$ cat src/rtl/character_redraw_controller.sv
// Erases the character box at its current slot and redraws it at a new slot.
// Optional VSYNC_GATE_EN holds the redraw until the next FrameTick.
module character_redraw_controller #(
    parameter int         BASE_Y   = 102,
    parameter logic [2:0] BG_COLOR = 3'b111
) (
    input  logic       Clock,
    input  logic       Reset,
    input  logic       MoveReq,
    input  logic [1:0] NewPos,
    input  logic [2:0] DrawColor,
    input  logic       FrameTick,
    output logic       Busy,
    output logic       Done,
    output logic [7:0] XOut,
    output logic [6:0] YOut,
    output logic [2:0] ColorOut,
    output logic       Plot,
    output logic [1:0] CurrPos
);

    localparam logic [6:0] Y0 = 7'(BASE_Y);

    typedef enum logic [2:0] {
        S_IDLE,
        S_ERASE,
        S_DRAW,
`ifdef VSYNC_GATE_EN
        S_WAIT,
`endif
        S_DONE
    } state_t;

    state_t     state;
    logic [3:0] col;
    logic [2:0] row;
    logic [1:0] tgt;
    logic [2:0] tcol;

    logic [3:0] nxt_col;
    logic [2:0] nxt_row;
    logic       last;
    logic [1:0] start_pos;
    logic [2:0] start_color;
    logic       skip_erase;

    function automatic logic [7:0] slot_x(input logic [1:0] p);
        logic [7:0] x;
        unique case (p)
            2'd0:    x = 8'd6;
            2'd1:    x = 8'd24;
            2'd2:    x = 8'd78;
            default: x = 8'd132;
        endcase
        return x;
    endfunction

    always_comb begin
        last    = (col == 4'd8) && (row == 3'd4);
        nxt_col = (col == 4'd8) ? 4'd0 : col + 4'd1;
        nxt_row = (col == 4'd8) ? row + 3'd1 : row;
    end

    // The box start is taken from live inputs in IDLE, or from the latch after a frame wait.
`ifdef VSYNC_GATE_EN
    always_comb begin
        start_pos   = tgt;
        start_color = tcol;
        skip_erase  = (tgt == CurrPos);
    end
`else
    logic unused_tick;
    assign unused_tick = FrameTick;

    always_comb begin
        start_pos   = NewPos;
        start_color = DrawColor;
        skip_erase  = (NewPos == CurrPos);
    end
`endif

    always_ff @(posedge Clock) begin
        if (!Reset) begin
            state    <= S_IDLE;
            col      <= 4'd0;
            row      <= 3'd0;
            tgt      <= 2'd0;
            tcol     <= 3'd0;
            Busy     <= 1'b0;
            Done     <= 1'b0;
            Plot     <= 1'b0;
            XOut     <= 8'd0;
            YOut     <= 7'd0;
            ColorOut <= 3'd0;
            CurrPos  <= 2'd0;
        end else begin
            Done <= 1'b0;
            unique case (state)
                S_IDLE: begin
                    Plot <= 1'b0;
                    if (MoveReq) begin
                        tgt  <= NewPos;
                        tcol <= DrawColor;
                        Busy <= 1'b1;
`ifdef VSYNC_GATE_EN
                        state <= S_WAIT;
`else
                        col  <= 4'd0;
                        row  <= 3'd0;
                        Plot <= 1'b1;
                        YOut <= Y0;
                        if (skip_erase) begin
                            state    <= S_DRAW;
                            XOut     <= slot_x(start_pos);
                            ColorOut <= start_color;
                        end else begin
                            state    <= S_ERASE;
                            XOut     <= slot_x(CurrPos);
                            ColorOut <= BG_COLOR;
                        end
`endif
                    end
                end
`ifdef VSYNC_GATE_EN
                S_WAIT: begin
                    Plot <= 1'b0;
                    if (FrameTick) begin
                        col  <= 4'd0;
                        row  <= 3'd0;
                        Plot <= 1'b1;
                        YOut <= Y0;
                        if (skip_erase) begin
                            state    <= S_DRAW;
                            XOut     <= slot_x(start_pos);
                            ColorOut <= start_color;
                        end else begin
                            state    <= S_ERASE;
                            XOut     <= slot_x(CurrPos);
                            ColorOut <= BG_COLOR;
                        end
                    end
                end
`endif
                S_ERASE: begin
                    Plot <= 1'b1;
                    if (last) begin
                        state    <= S_DRAW;
                        col      <= 4'd0;
                        row      <= 3'd0;
                        XOut     <= slot_x(tgt);
                        YOut     <= Y0;
                        ColorOut <= tcol;
                    end else begin
                        col  <= nxt_col;
                        row  <= nxt_row;
                        XOut <= slot_x(CurrPos) + {4'd0, nxt_col};
                        YOut <= Y0 + {4'd0, nxt_row};
                    end
                end
                S_DRAW: begin
                    if (last) begin
                        state   <= S_DONE;
                        col     <= 4'd0;
                        row     <= 3'd0;
                        Plot    <= 1'b0;
                        Busy    <= 1'b0;
                        Done    <= 1'b1;
                        CurrPos <= tgt;
                    end else begin
                        Plot <= 1'b1;
                        col  <= nxt_col;
                        row  <= nxt_row;
                        XOut <= slot_x(tgt) + {4'd0, nxt_col};
                        YOut <= Y0 + {4'd0, nxt_row};
                    end
                end
                S_DONE: begin
                    state <= S_IDLE;
                    Plot  <= 1'b0;
                end
                default: begin
                    state <= S_IDLE;
                    Plot  <= 1'b0;
                    Busy  <= 1'b0;
                end
            endcase
        end
    end

endmodule

$ cat config.mk
export PLATFORM = sky130hd
export DESIGN_NAME = character_redraw_controller
export DESIGN_NICKNAME = d
export VERILOG_FILES = /design/src/rtl/character_redraw_controller.sv
export SDC_FILE = /design/constraint.sdc
export NUM_CORES = 1
export LEC_CHECK = 0
export CAP_MARGIN = 20
export CORE_MARGIN = 1.5
export CORE_UTILIZATION = 55
export CTS_CLUSTER_SIZE = 25
export DETAILED_ROUTE_END_ITERATION = 8
export PLACE_DENSITY = 0.8
export SLEW_MARGIN = 20
export SYNTH_ARGS = -nofsm -noshare
export SYNTH_HDL_FRONTEND = slang
export SYNTH_SLANG_ARGS = --single-unit
export TNS_END_PERCENT = 100
$ cat constraint.sdc
create_clock -name Clock -period 3.6 [get_ports Clock]
set_input_delay 0.9 -clock Clock [delete_from_list [all_inputs] [get_ports Clock]]
set_output_delay 0.9 -clock Clock [all_outputs]
set_load 0.005 [all_outputs]
==> summary.md <==
| Metric | Value |
|---|---|
| Lkg Pwr | `1.09 nW` |
| Post-Syn Nets | `317` |
| Post-synthesis async set-or-reset flop share | `0%` |
| R2R Setup Slk | `0.90 ns` |
| Avg WL per Cell | `15.2 um` |
| Largest family of logic cells by synthesized area | `compound AO/OA/AOI/OAI gates` |
| Simple-gate area share of the yosys netlist | `19.6%` |
| # Max-Cap Violations | `0` |
| ANT nets after route | `0` |
| Detailed Place HPWL | `3.87 mm` |
| Final Core Density | `67.6%` |
| Diode count | `0` |
| Core area | `4060 sq um` |
| Number of global-route vias before repair | `1954` |
| Multiplexer share of the synthesized area | `4.86%` |
| Relative slew slack | `39.4%` |
| Worst path arrival time | `2.87 ns` |
| DR iter-0 viols | `188` |
| Worst-case vdd ir drop | `0.483 mV` |
| Root buf cell | `clkbuf_8` |
| Ports | `32` |
| Number of remaining DRC errors | `0` |
| Clock skew | `0.00852 ns` |
| Max Slew Vio Count | `0` |
| Port bufs | `29` |
| Final worst slack | `0.902 ns` |
| Setup WS pre-CTS | `0.821 ns` |
| Post-synth cell types | `54` |
| Die Y | `68.6 um` |
| CTS tree | `built` |
| Yosys reg bits | `35` |
| CTS Buf Count | `5` |
| Initial core utilization | `58.4%` |
| Drt pass-1 iters | `5` |
| Hold Crit Depth | `2` |
| Hold Fails Final Rpt | `0` |
| Fmax | `371 MHz` |
| Clock sink count | `35` |
| Mean number of vias per cell | `5.70` |
| EDFF count, synth | `0` |
| Post-Synth Adder-Cell Area | `17.0%` |
| Final net count | `341` |
| Final Critical Period | `2.70 ns` |
| Mean Syn Cell Area | `8.56 sq um` |
| Type of origin of the critical path | `flop` |
| CP Max Fanout | `6` |
| Global-route wire length before repair | `8.85 mm` |
| DRT Wirelength | `5.34 mm` |
| Post-synthesis sequential area ratio | `29.6%` |
| Layout cell share with drive strength beyond 1 | `8.61%` |
| Reg2reg start | `col[0]` |
| Worst-margin pin slew | `0.909 ns` |
| GRT overflow | `0` |
| Pwr Density | `664 nW/um^2` |
| WS Path Type | `reg -> reg` |
| Total power | `1.82 mW` |
| Most frequent cells in the layout | `35 x dfxtp_1, 33 x nor2_1, 29 x ha_1, 29 x clkdlybuf4s50_1` |
| Clock Latency Late Sink | `0.29 ns` |
| Synth Warn # | `0` |
| H-tree Lvls | `2` |
| Post-CTS Resized | `0` |
| RSZ-0062 raised after global routing | `no` |
| TNS Setup | `0 ns` |
| Vias | `2008` |
| Row count | `23` |
| DIE WIDTH | `68.6 um` |
| Initial antenna violation count | `0` |
| Final cycle utilization of the critical path | `74.9%` |
| Mapped cell area | `2370 sq um` |
| XOR/XNOR Fraction of Synth Area | `2.96%` |
| CP Capture Type | `flop` |
| Hold Startpoint | `tcol[2]` |
| Dominant synthesized flop cell | `dfxtp_1` |
| Worst-case reg-to-reg path depth | `11` |
| CTS Buffer Depth | `2` |
| Post-synthesis instance total | `277` |
| Hold Path End | `tcol[2]` |
| # setup viols final | `0` |
| Gp weighted congestion | `0.825` |
| FF-to-FF End | `XOut[4]` |
| Post-CTS setup buffers | `0` |
| Run status | `finished clean` |
| Area Growth Syn to Fin | `15.7%` |
| Critical Path RT | `3.78 ns` |
| DIE AREA | `4710 sq um` |
| Worst-path clk slew | `0.08 ns` |
| Post-synthesis compound-gate area fraction | `19.8%` |
| Worst Hold Class | `reg -> reg` |
| Total GRT Usage | `25.2%` |
| # hold bufs at CTS | `0` |
| Largest net degree at the start of global routing | `30` |
| Commonest non-fill, non-tap cell in the layout | `dfxtp_1` |
synthesized netlist by cell type (all sizes together) (3+ instances only):
cell type / count / area share, %
dfxtp: 35 / 30
nor2: 34 / 5.7
ha: 29 / 15
a21oi: 25 / 5.8
nand2: 24 / 4.2
inv: 19 / 3.0
nand3: 15 / 3.7
o21ai: 9 / 2.1
buf: 8 / 2.3
mux2i: 7 / 3.0
nor3: 7 / 1.7
a22oi: 5 / 1.6
clkbuf: 5 / 0.79
a221oi: 4 / 1.7
a2bb2oi: 4 / 1.5
mux2: 4 / 1.9
o31ai: 4 / 1.5
xnor2: 4 / 1.5
xor2: 4 / 1.5
a211oi: 3 / 0.95
a21o: 3 / 0.95
and3: 3 / 0.79
nand2b: 3 / 1.1
worst max path at each step:
stage | endpoint | slack, ns | startpoint
2_1_floorplan | XOut[4] | 1.18 | col[0]
3_3_place_gp | YOut[0] | 0.82 | MoveReq
3_5_place_dp | YOut[0] | 0.82 | MoveReq
4_1_cts | XOut[4] | 0.89 | col[0]
5_1_grt | XOut[4] | 0.64 | col[0]
6_report | XOut[4] | 0.90 | col[0]
kinds of logic (layout without fill, tap and decap cells):
kind of cell,after synthesis,count (layout)
muxes,11,11
adders and majority gates,31,31
and+or+nand+nor,92,92
buffers and inverters,32,57
other,1,1
AOI/OAI and AO/OA,67,67
DFF,35,35
xor gates and xnor gates,8,8
sequential cells by signal, summed over array words and instances (netlist names):
| signal | count |
|---|---|
| XOut | 8 |
| col | 4 |
| state | 2 |
| tgt | 2 |
| CurrPos | 2 |
| ColorOut | 3 |
| tcol | 3 |
| row | 3 |
| Plot | 1 |
| Busy | 1 |
| YOut | 5 |
| Done | 1 |
worst max-delay path, cell delays in order (launching register included):
cell	delay (ns)
dfxtp_1	0.41
inv_1	0.07
ha_1	0.24
nand2_1	0.23
nand2_1	0.08
mux2i_1	0.45
ha_1	0.33
a21o_1	0.18
a21oi_1	0.16
xnor2_1	0.09
a221oi_1	0.24
a21oi_1	0.10
per-layer routing:
layer	up-vias	wire [um]	GRT usage (%)
met5	-	0	0
li1	1016	-	-
met1	933	2510	33.4
met3	11	240	5.19
met2	48	2490	39.2
met4	0	95	11.5
cell type report:
cell class	count	area (sq um)
multi-input combinational	210	1530
fill	339	1320
sequential	35	701
timing repair buffer	30	298
clock buffer	6	72.6
inverter	19	71.3
tap	50	62.6
clock inverter	2	12.5
stage by stage:
step                cell area, sq um  std cells  hold WS (ns)
floorplan                       2370        277         0.437
global placement                2660        344         0.443
detailed placement              2660        344         0.445
CTS                             2740        352         0.456
global route                    2740        352         0.482
finish                          2740        352         0.459
power breakdown:
part           switching, mW  internal, mW  leakage [nW]
Combinational          0.556         0.433         0.760
Sequential            0.0622         0.486         0.287
Clock                  0.149         0.135        0.0412
Power figures use the tool's default switching activity.
